### src/rtl/filter_cfg_pkg.sv
// Shared definitions for filter_cfg_sequencer: register map, FSM states and
// the coefficient/threshold bank layout used by both shadow and active copies.
package filter_cfg_pkg;

  localparam logic [3:0] A_CTRL   = 4'd0;
  localparam logic [3:0] A_STATUS = 4'd1;
  localparam logic [3:0] A_COEF0  = 4'd2;
  localparam logic [3:0] A_COEF8  = 4'd10;
  localparam logic [3:0] A_THR    = 4'd11;
  localparam logic [3:0] A_IRQ    = 4'd12;

  // Filter_Pipe mode encodings; 6 and 7 are forwarded untouched.
  localparam logic [2:0] MODE_0 = 3'd0;
  localparam logic [2:0] MODE_1 = 3'd1;
  localparam logic [2:0] MODE_2 = 3'd2;
  localparam logic [2:0] MODE_3 = 3'd3;
  localparam logic [2:0] MODE_4 = 3'd4;
  localparam logic [2:0] MODE_5 = 3'd5;

  typedef enum logic [2:0] {
    S_IDLE, S_RUN, S_PENDING, S_FLUSH, S_COMMIT
  } state_e;

  // coef[0] = c_m1_m1 ... coef[8] = c_p1_p1, row-major.
  typedef struct packed {
    logic [8:0][7:0] coef;
    logic [7:0]      thr;
  } coef_set_t;

endpackage

### src/rtl/filter_cfg_regfile.sv
// Avalon-MM decode, shadow register bank and registered readback.
// Define FILTER_CFG_SEQ_IRQ_EN to add the commit-done IRQ register at address 12.
module filter_cfg_regfile
  import filter_cfg_pkg::*;
(
  input  logic        clk_i,
  input  logic        rst_i,
  input  logic [3:0]  addr_i,
  input  logic        cs_i,
  input  logic        rd_i,
  input  logic        wr_i,
  input  logic [31:0] wdata_i,
  output logic [31:0] rdata_o,
  input  logic        pending_i,
  input  logic        enable_i,
  input  logic        busy_i,
  input  logic [7:0]  commit_cnt_i,
  input  logic        commit_done_i,
  output logic        sh_en_o,
  output logic [2:0]  sh_mode_o,
  output coef_set_t   shadow_o,
  output logic        commit_req_o,
  output logic        irq_o
);

  logic        wr, rd, is_coef;
  logic [3:0]  cidx;
  logic        en_q, en_d;
  logic [2:0]  mode_q, mode_d;
  coef_set_t   sh_q, sh_d;
  logic [31:0] rdata_q, rdata_d, irq_word;
  logic        unused_wdata;

  assign wr           = cs_i & wr_i;
  assign rd           = cs_i & rd_i;
  assign is_coef      = (addr_i >= A_COEF0) && (addr_i <= A_COEF8);
  assign cidx         = addr_i - A_COEF0;
  assign commit_req_o = wr && (addr_i == A_CTRL) && wdata_i[4];
  assign unused_wdata = ^wdata_i[31:8];

  always_comb begin
    en_d   = en_q;
    mode_d = mode_q;
    sh_d   = sh_q;
    if (wr) begin
      if (addr_i == A_CTRL) begin
        en_d   = wdata_i[0];
        mode_d = wdata_i[3:1];
      end
      if (is_coef) sh_d.coef[cidx] = wdata_i[7:0];
      if (addr_i == A_THR) sh_d.thr = wdata_i[7:0];
    end
  end

`ifdef FILTER_CFG_SEQ_IRQ_EN
  logic irq_en_q, irq_en_d, done_q, done_d, irq_q;

  // A commit landing on the same cycle as a clear keeps the flag set.
  always_comb begin
    irq_en_d = irq_en_q;
    done_d   = done_q;
    if (wr && addr_i == A_IRQ) begin
      irq_en_d = wdata_i[0];
      if (wdata_i[1]) done_d = 1'b0;
    end
    if (commit_done_i) done_d = 1'b1;
  end

  always_ff @(posedge clk_i or posedge rst_i) begin
    if (rst_i) begin
      irq_en_q <= 1'b0;
      done_q   <= 1'b0;
      irq_q    <= 1'b0;
    end else begin
      irq_en_q <= irq_en_d;
      done_q   <= done_d;
      irq_q    <= irq_en_d & done_d;
    end
  end

  assign irq_word = {30'b0, done_q, irq_en_q};
  assign irq_o    = irq_q;
`else
  logic unused_done;
  assign unused_done = commit_done_i;
  assign irq_word    = '0;
  assign irq_o       = 1'b0;
`endif

  always_comb begin
    rdata_d = rdata_q;
    if (rd) begin
      rdata_d = '0;
      if (is_coef) rdata_d[7:0] = sh_q.coef[cidx];
      case (addr_i)
        A_CTRL:   rdata_d[3:0]  = {mode_q, en_q};
        A_STATUS: rdata_d[15:0] = {commit_cnt_i, 5'b0, busy_i, enable_i, pending_i};
        A_THR:    rdata_d[7:0]  = sh_q.thr;
        A_IRQ:    rdata_d       = irq_word;
        default:  ;
      endcase
    end
  end

  always_ff @(posedge clk_i or posedge rst_i) begin
    if (rst_i) begin
      en_q    <= 1'b0;
      mode_q  <= '0;
      sh_q    <= '0;
      rdata_q <= '0;
    end else begin
      en_q    <= en_d;
      mode_q  <= mode_d;
      sh_q    <= sh_d;
      rdata_q <= rdata_d;
    end
  end

  assign rdata_o   = rdata_q;
  assign sh_en_o   = en_q;
  assign sh_mode_o = mode_q;
  assign shadow_o  = sh_q;

endmodule

### src/rtl/filter_cfg_sequencer.sv
// Frame-safe configuration sequencer for Filter_Pipe: shadow registers are
// copied to the active bank only at a blanking boundary after a flush window.
// Optional commit-done IRQ enabled by defining FILTER_CFG_SEQ_IRQ_EN.
module filter_cfg_sequencer
  import filter_cfg_pkg::*;
#(
  parameter int         FLUSH_CYCLES = 4,
  parameter logic [9:0] COMMIT_LINE  = 10'd1
) (
  input  logic        Clock,
  input  logic        Reset,
  input  logic        Clock_en,
  input  logic [10:0] H_Count,
  input  logic [9:0]  V_Count,
  input  logic [3:0]  avs_address,
  input  logic        avs_chipselect,
  input  logic        avs_read,
  input  logic        avs_write,
  input  logic [31:0] avs_writedata,
  output logic [31:0] avs_readdata,
  output logic        Enable,
  output logic [31:0] Filter_config,
  output logic [7:0]  c_m1_m1, c_m1_0, c_m1_p1,
  output logic [7:0]  c_0_m1,  c_0_0,  c_0_p1,
  output logic [7:0]  c_p1_m1, c_p1_0, c_p1_p1,
  output logic [7:0]  threshhold_val,
  output logic        irq
);

  localparam int            CW         = (FLUSH_CYCLES > 1) ? $clog2(FLUSH_CYCLES) : 1;
  localparam logic [CW-1:0] FLUSH_LOAD = CW'(FLUSH_CYCLES - 1);

  state_e        state_q, state_d;
  logic [CW-1:0] fcnt_q, fcnt_d;
  logic [7:0]    ccnt_q, ccnt_d;
  logic          pend_q, pend_d, relat_q, relat_d, en_hold_q;
  logic [2:0]    act_mode_q, sh_mode;
  coef_set_t     act_q, shadow;
  logic          sh_en, commit_req, boundary, busy, in_commit;

  assign boundary  = Clock_en && (V_Count == COMMIT_LINE) && (H_Count == '0);
  assign in_commit = (state_q == S_COMMIT);

  filter_cfg_regfile u_regfile (
    .clk_i        (Clock),
    .rst_i        (Reset),
    .addr_i       (avs_address),
    .cs_i         (avs_chipselect),
    .rd_i         (avs_read),
    .wr_i         (avs_write),
    .wdata_i      (avs_writedata),
    .rdata_o      (avs_readdata),
    .pending_i    (pend_q),
    .enable_i     (Enable),
    .busy_i       (busy),
    .commit_cnt_i (ccnt_q),
    .commit_done_i(in_commit),
    .sh_en_o      (sh_en),
    .sh_mode_o    (sh_mode),
    .shadow_o     (shadow),
    .commit_req_o (commit_req),
    .irq_o        (irq)
  );

  always_ff @(posedge Clock or posedge Reset) begin
    if (Reset) begin
      state_q    <= S_IDLE;
      fcnt_q     <= '0;
      ccnt_q     <= '0;
      pend_q     <= 1'b0;
      relat_q    <= 1'b0;
      en_hold_q  <= 1'b0;
      act_q      <= '0;
      act_mode_q <= '0;
    end else begin
      state_q   <= state_d;
      fcnt_q    <= fcnt_d;
      ccnt_q    <= ccnt_d;
      pend_q    <= pend_d;
      relat_q   <= relat_d;
      en_hold_q <= Enable;
      if (in_commit) begin
        act_q      <= shadow;
        act_mode_q <= sh_mode;
      end
    end
  end

  // Requests arriving while flushing/committing are remembered and replayed as a new PENDING.
  always_comb begin
    state_d = state_q;
    fcnt_d  = fcnt_q;
    ccnt_d  = ccnt_q;
    pend_d  = pend_q | commit_req;
    relat_d = relat_q;
    case (state_q)
      S_IDLE, S_RUN: if (commit_req) state_d = S_PENDING;
      S_PENDING: if (boundary) begin
        state_d = S_FLUSH;
        fcnt_d  = FLUSH_LOAD;
      end
      S_FLUSH: begin
        if (commit_req) relat_d = 1'b1;
        if (Clock_en) begin
          if (fcnt_q == '0) state_d = S_COMMIT;
          else              fcnt_d  = fcnt_q - 1'b1;
        end
      end
      S_COMMIT: begin
        ccnt_d  = ccnt_q + 8'd1;
        relat_d = 1'b0;
        pend_d  = relat_q | commit_req;
        if (relat_q | commit_req) state_d = S_PENDING;
        else if (sh_en)           state_d = S_RUN;
        else                      state_d = S_IDLE;
      end
      default: state_d = S_IDLE;
    endcase
  end

  always_comb begin
    Enable = 1'b0;
    busy   = 1'b1;
    case (state_q)
      S_IDLE:    busy   = 1'b0;
      S_RUN:     begin Enable = 1'b1; busy = 1'b0; end
      S_PENDING: Enable = en_hold_q;
      default:   Enable = 1'b0;
    endcase
  end

  assign Filter_config  = {29'b0, act_mode_q};
  assign c_m1_m1        = act_q.coef[0];
  assign c_m1_0         = act_q.coef[1];
  assign c_m1_p1        = act_q.coef[2];
  assign c_0_m1         = act_q.coef[3];
  assign c_0_0          = act_q.coef[4];
  assign c_0_p1         = act_q.coef[5];
  assign c_p1_m1        = act_q.coef[6];
  assign c_p1_0         = act_q.coef[7];
  assign c_p1_p1        = act_q.coef[8];
  assign threshhold_val = act_q.thr;

endmodule

### config.mk
export PLATFORM = sky130hd
export DESIGN_NAME = filter_cfg_sequencer
export DESIGN_NICKNAME = d
export VERILOG_FILES = /design/src/rtl/filter_cfg_pkg.sv /design/src/rtl/filter_cfg_regfile.sv /design/src/rtl/filter_cfg_sequencer.sv
export SDC_FILE = /design/constraint.sdc
export NUM_CORES = 1
export LEC_CHECK = 0
export CAP_MARGIN = 20
export CELL_PAD_IN_SITES_DETAIL_PLACEMENT = 1
export CELL_PAD_IN_SITES_GLOBAL_PLACEMENT = 1
export CORE_UTILIZATION = 42
export CTS_BUF_LIST = sky130_fd_sc_hd__clkbuf_4 sky130_fd_sc_hd__clkbuf_8
export DETAILED_ROUTE_END_ITERATION = 7
export GPL_TIMING_DRIVEN = 0
export PLACE_DENSITY_LB_ADDON = 0.1
export RECOVER_POWER = 25
export SYNTH_ARGS = -nofsm -noshare
export SYNTH_HDL_FRONTEND = slang
export SYNTH_SLANG_ARGS = --single-unit
### constraint.sdc
create_clock -name Clock -period 8.1 [get_ports Clock]
set_clock_uncertainty 0.2 [all_clocks]
set_input_delay 1.62 -clock Clock [delete_from_list [all_inputs] [get_ports Clock]]
set_output_delay 1.62 -clock Clock [all_outputs]
set_load 0.005 [all_outputs]
# Word level (Yosys, flattened, before mapping)
# Cells that the tools add are included.
op_classes:
  n_reduce_logical: 20
  n_lt_le_gt_ge: 4
  n_addsub: 3
  muxes: 25
  eq_ne: 14
  bitwise_logic: 4
op_table:
  columns: ["operator", "count"]
  rows:
  - ["$bwmux 72", 1]
  - ["$bmux 8 s4", 1]
  - ["$demux 8 s4", 1]
  - ["$mux 8", 4]
  - ["$pmux 4 s4", 1]
  - ["$mux 3", 4]
  - ["$pmux 3 s4", 1]
  - ["$logic_not 11->1", 1]
  - ["$eq 10x1->1 const B", 1]
  - ["$ne 2x2->1 const B", 5]
  - ["$add 8x1->8 const B", 1]
  - ["$eq 4x4->1 const B", 2]
  - ["$mux 2", 4]
  - ["$pmux 4 s2", 1]
  - ["$reduce_and 2->1", 4]
  - ["$reduce_and 4->1", 2]
  - ["$eq 3x2->1 const B", 2]
  - ["$logic_and 1x1->1", 6]
  - ["$lt 4x5->1 const B", 1]
  - ["$eq 4x1->1 const B", 1]
  - ["$ge 4x1->1 const B", 1]
  - ["$ge 4x2->1 const B", 1]
  - ["$le 4x4->1 const B", 1]
  - ["$logic_not 4->1", 1]
  - ["14 further kinds", 22]
totals:
  word_cells: 100
  reg_bits: 199
  inputBits: 63

# Longest topological paths before layout
logic_depth:
  ltp_word: 6
  ltp_mapped: 9
  mapped_depth_nobuf: 7

# Hierarchy
# Synthesis repeated with hierarchy kept, for this count alone.
unflattened:
  cells_unflattened: 640
  area_unflattened_um2: 9067.4
modules_own_cells:
  columns: ["mod", "cells_each", "seq_area_each_um2", "n_inst", "area_per_inst_um2"]
  rows:
  - ["filter_cfg_regfile", 350, 2502.4, 1, 4928.5]
  - ["filter_cfg_sequencer", 290, 2477.4, 1, 4139.0]

# Worst setup path after synthesis
# No wires, ideal clock.
synth_timing:
  kind: "in2reg"
  start: "input avs_address[1]"
  end: "register u_regfile.sh_q (netlist bit u_regfile.shadow_o[16])"
  setup_slack_ns: 4.046
  setup_ns: 0.128
  path_stages: 8
  arrival_ns: 3.726
  cell_sequence: "buf_2 -> clkinv_1 -> ha_1 -> clkbuf_1 -> and3_1 -> or4b_1 -> buf_2 -> mux2_1"
synth_via:
  elab_chain_cells: 6
  elab_cells_between_ends: 11
synth_lines:
  columns: ["element", "line", "text"]
  rows:
  - ["from (decl)", "filter_cfg_sequencer.sv:15", "input logic [3:0] avs_address,"]
  - ["$sub 4x2->4", "filter_cfg_regfile.sv:37", "assign cidx = addr_i - A_COEF0;"]
  - ["$lt 4x5->1 (not written as such) or $ge 4x1->1 (tied branches)", "filter_cfg_regfile.sv:50", "if (is_coef) sh_d.coef[cidx] = wdata_i[7:0];"]
  - ["$logic_and 1x1->1 (not written as such)", "filter_cfg_regfile.sv:50", null]
  - ["$mux 8 (not written as such)", "filter_cfg_regfile.sv:50", null]
  - ["$demux 8 s4", null, null]
  - ["$bwmux 72", "filter_cfg_regfile.sv:50", null]
  - ["to (signal assigned)", "filter_cfg_regfile.sv:109", "sh_q <= '0;"]
  - ["to (signal assigned)", "filter_cfg_regfile.sv:114", "sh_q <= sh_d;"]
  - ["to (decl)", "filter_cfg_regfile.sv:30", "coef_set_t sh_q, sh_d;"]
# Parallel ways exist; a longest one is shown, timed or not.
# A chain may end at the register's enable or synchronous reset.

# Worst setup path after layout
layout_timing:
  start: "input avs_address[1]"
  end: "register u_regfile.sh_q (netlist bit u_regfile.shadow_o[50])"
# Same word-level chain as after synthesis.

==> flow_summary_export.csv <==
group,metric,value,unit
final_layout,layout_commonest_cell,"dfrtp_1",
timing,fin_crit,4859,ps
run_status,failed_checks,"max-capacitance violations, max-slew violations",
worst_setup_path,end_kind,"flip-flop",
synth,ys_types,61,
synth,synth_edf_count,0,
synth,synth-warning-count,0,
cts,tritoncts,"yes",
synth,yosysSeqAreaShare,55.27,%
cts,root_buffer,"clkbuf_8",
flow_run,drv_cap,1,
detailed_routing,drcViolationCount,0,
worst_setup_path,start_kind,"input pin",
final_layout,fillers,2134,
power_and_ir_drop,peakVddDrop,0.1247,mV
floorplan,initial_utilization,42.86,%
cts,cts_hold_buffers,0,
worst_setup_path,cp_num_buf_inv,4,
worst_setup_path,critPathRequiredTime,8270,ps
final_layout,fin_util,53.90,%
worst_setup_path,path_cells,"clkdlybuf4s50_1 > buf_2 > clkinv_1 > ha_1 > clkbuf_1 > nor2_1 > nand3_1 > nor3_4 > mux2_2",
floorplan,die_h,148.5,µm
timing,hold_viol,0,
global_routing,grt_max_degree,132,
cts,cts.path.max_buffers,2,
global_routing,grt_overflow,0,
final_layout,instances_no_fill,1161,
placement,gp_congestion,0.8509,
timing,period_share,59.99,%
worst_setup_path,cpLargestDelayFamily,"buffers and inverters",
final_layout,nets,940,
worst_setup_path,crit_type,"input pin to flip-flop",
cts,cts_resized,0,
final_layout,diodes,0,
floorplan,io_pins,209,
cts,cts-buffers-inserted,17,
floorplan,num_rows,53,
detailed_routing,via_count,6032,
cts,h-tree-depth,4,
cts,cts_sinks,199,
hold_path,hp-class,"flip-flop to flip-flop",
global_routing,grt.total_usage,24.04,%
timing,rsz0062_at_grt,"false",
worst_setup_path,critical-path-slowest-cell,"nor3_4",
timing,slew_viol_final,69,
synth,ys_ff_latch,199,
synth,synth_cells,674,
synth,synthTopCellsByArea,"dfrtp_1, mux2_2, mux2_1",
detailed_routing,wl,24820,µm
timing,max_freq,205.8,MHz
synth,synthArstFlopShare,100.0,%
placement,numPortBuffers,134,
detailed_routing,drt_iter0_drc,277,
floorplan,die_area,22040,µm²
floorplan,core,21020,µm²
synth,synth_top_flop_cell,"dfrtp_1",
floorplan,dieWidth,148.5,µm
final_layout,synthToLayoutAreaGrowth,25.75,%
detailed_routing,antenna_left,0,
worst_setup_path,cp_max_fo,10,
synth,synth_top_cell_by_area,"dfrtp_1",
worst_setup_path,cp.arrival,5030,ps
placement,dpl.hpwl,17990,µm
global_routing,first_global_vias,6623,
power_and_ir_drop,p_leak,5.349,nW
timing,hold_slack,289.1,ps
run_status,status,"finished, violations left",
worst_setup_path,crit_path_max_incr_delay,630,ps
timing,max-slew-margin-rel,-109.5,%
synth,syn_area_per_cell,13.37,µm²
final_layout,drive_gt1_share,26.52,%
final_layout,final_cell_mix,"dfrtp_1, clkdlybuf4s50_1, mux2_2",
detailed_routing,wl_per_cell,21.38,µm
global_routing,antenna_found_initial,1,
cts,clock_latency,480,ps
detailed_routing,avgViaCountPerCell,5.196,
timing,final-setup-viol-count,0,
timing,worstMarginPinSlew,3125,ps
global_routing,grt_pass1_wl,39160,µm
cts,cts_setup_buffers,0,
cts,cts.clk_slew.worst_paths,110,ps
power_and_ir_drop,power_density,235.2,nW/µm²
synth,synth_top_area_share,55.27,%
placement,dp_cells,1129,
synth,synth_area,9010,µm²
detailed_routing,dr.pass1.iters,4,
[metal layers]
metal | vias up | track usage (%) | part of all wire [%]
met2 | 139 | 40.28 | 51
met4 | 0 | 8.144 | 2.0
met5 | - | 0 | 0
li1 | 2710 | - | -
met1 | 3153 | 31.52 | 44
met3 | 30 | 4.110 | 3.7
[path summary, 6_finish.rpt]
path                                                      end  cells after the start  slack [ps]                               from
max                        u_regfile.shadow_o[50]$_DFFE_PP0P_                      9        3240                     avs_address[1]
max in group asynchronous               c_0_p1[1]$_DFFE_PP0N_                      3        3890                              Reset
max reg2reg                            c_m1_m1[0]$_DFFE_PP0N_                      6        4970             state_q[2]$_DFFE_PP0P_
min reg2reg                 u_regfile.rdata_o[11]$_DFFE_PP0P_                      2         290  u_regfile.rdata_o[11]$_DFFE_PP0P_
min in group asynchronous              c_m1_p1[2]$_DFFE_PP0N_                      2        2280                              Reset
min                         u_regfile.rdata_o[11]$_DFFE_PP0P_                      2         290  u_regfile.rdata_o[11]$_DFFE_PP0P_
[cell usage after synthesis, types with 2 or more instances]
library cell / instances
buf_4: 48
buf_2: 21
a31oi_1: 4
nor2_1: 13
nor3_4: 3
a2bb2oi_1: 2
clkbuf_1: 14
mux2_2: 115
xnor2_1: 4
mux4_2: 12
nand4_1: 2
or2_1: 2
o31ai_1: 2
o21ai_0: 19
mux2_1: 56
a21oi_1: 21
ha_1: 4
inv_1: 10
o221ai_1: 4
nand2_4: 3
a221oi_1: 2
nor3b_1: 2
nor3_1: 4
nand3_1: 6
nor4_1: 4
xor2_1: 5
o22ai_1: 3
and3_1: 12
nand2_1: 33
buf_1: 3
mux2i_1: 8
dfrtp_1: 199
and4_1: 3
nor2b_1: 4
[power breakdown]
| part | internal (mW) | total, mW | switching, mW |
|---|---|---|---|
| logic | 0.382 | 0.623 | 0.240 |
| clock network | 0.319 | 0.707 | 0.389 |
| registers | 1.19 | 1.34 | 0.148 |
[registers in the layout, indices dropped and copies added, names as in the netlist, 2 cells and up]
signal               count
state_q                  3
threshhold_val           8
u_regfile.shadow_o      80
fcnt_q                   2
c_m1_p1                  8
c_p1_0                   8
c_m1_0                   8
c_p1_m1                  8
c_m1_m1                  8
c_0_m1                   8
u_regfile.rdata_o       16
u_regfile.sh_mode_o      3
c_0_0                    8
act_mode_q               3
c_p1_p1                  8
ccnt_q                   8
c_0_p1                   8
[layout make-up]
type / instances / area (µm²) / share of cell area [%]
Buffer: 87 / 530.5 / 4.683
Clock buffer: 17 / 234.0 / 2.065
Sequential cell: 199 / 4980 / 43.95
Clock inverter: 15 / 212.7 / 1.877
Inverter: 11 / 42.54 / 0.3755
Multi-Input combinational cell: 422 / 3617 / 31.93
Timing Repair Buffer: 135 / 1369 / 12.08
Tap cell: 275 / 344.1 / 3.037
[worst min-delay path: stages (launching register included)]
cell and delay [ps]:
dfrtp_1 350, nand2_1 50, o21ai_0 60
[per-stage QoR]
step	setup slack, ps	power, mW	TNS, ps	area [µm²]
after floorplan	854.3	1.624	0	9179
after global placement	-1439	1.946	-282390	10860
after detailed placement	2779	1.984	0	10900
after CTS	3292	2.692	0	11350
after global routing	3050	2.806	0	11330
final	3241	2.665	0	11330
[cell families after synthesis]
kind of cell	after synthesis	synth area share (%)
buffers and inverters	98	6.457
adder cells (fa/ha/maj)	4	0.5555
XOR/XNOR	10	1.055
AO/OA/AOI/OAI	67	4.527
other	1	0.04162
multiplexers	191	25.26
AND/OR/NAND/NOR	104	6.833
flip-flops	199	55.27
No activity file was read; power rests on OpenSTA's default activity.
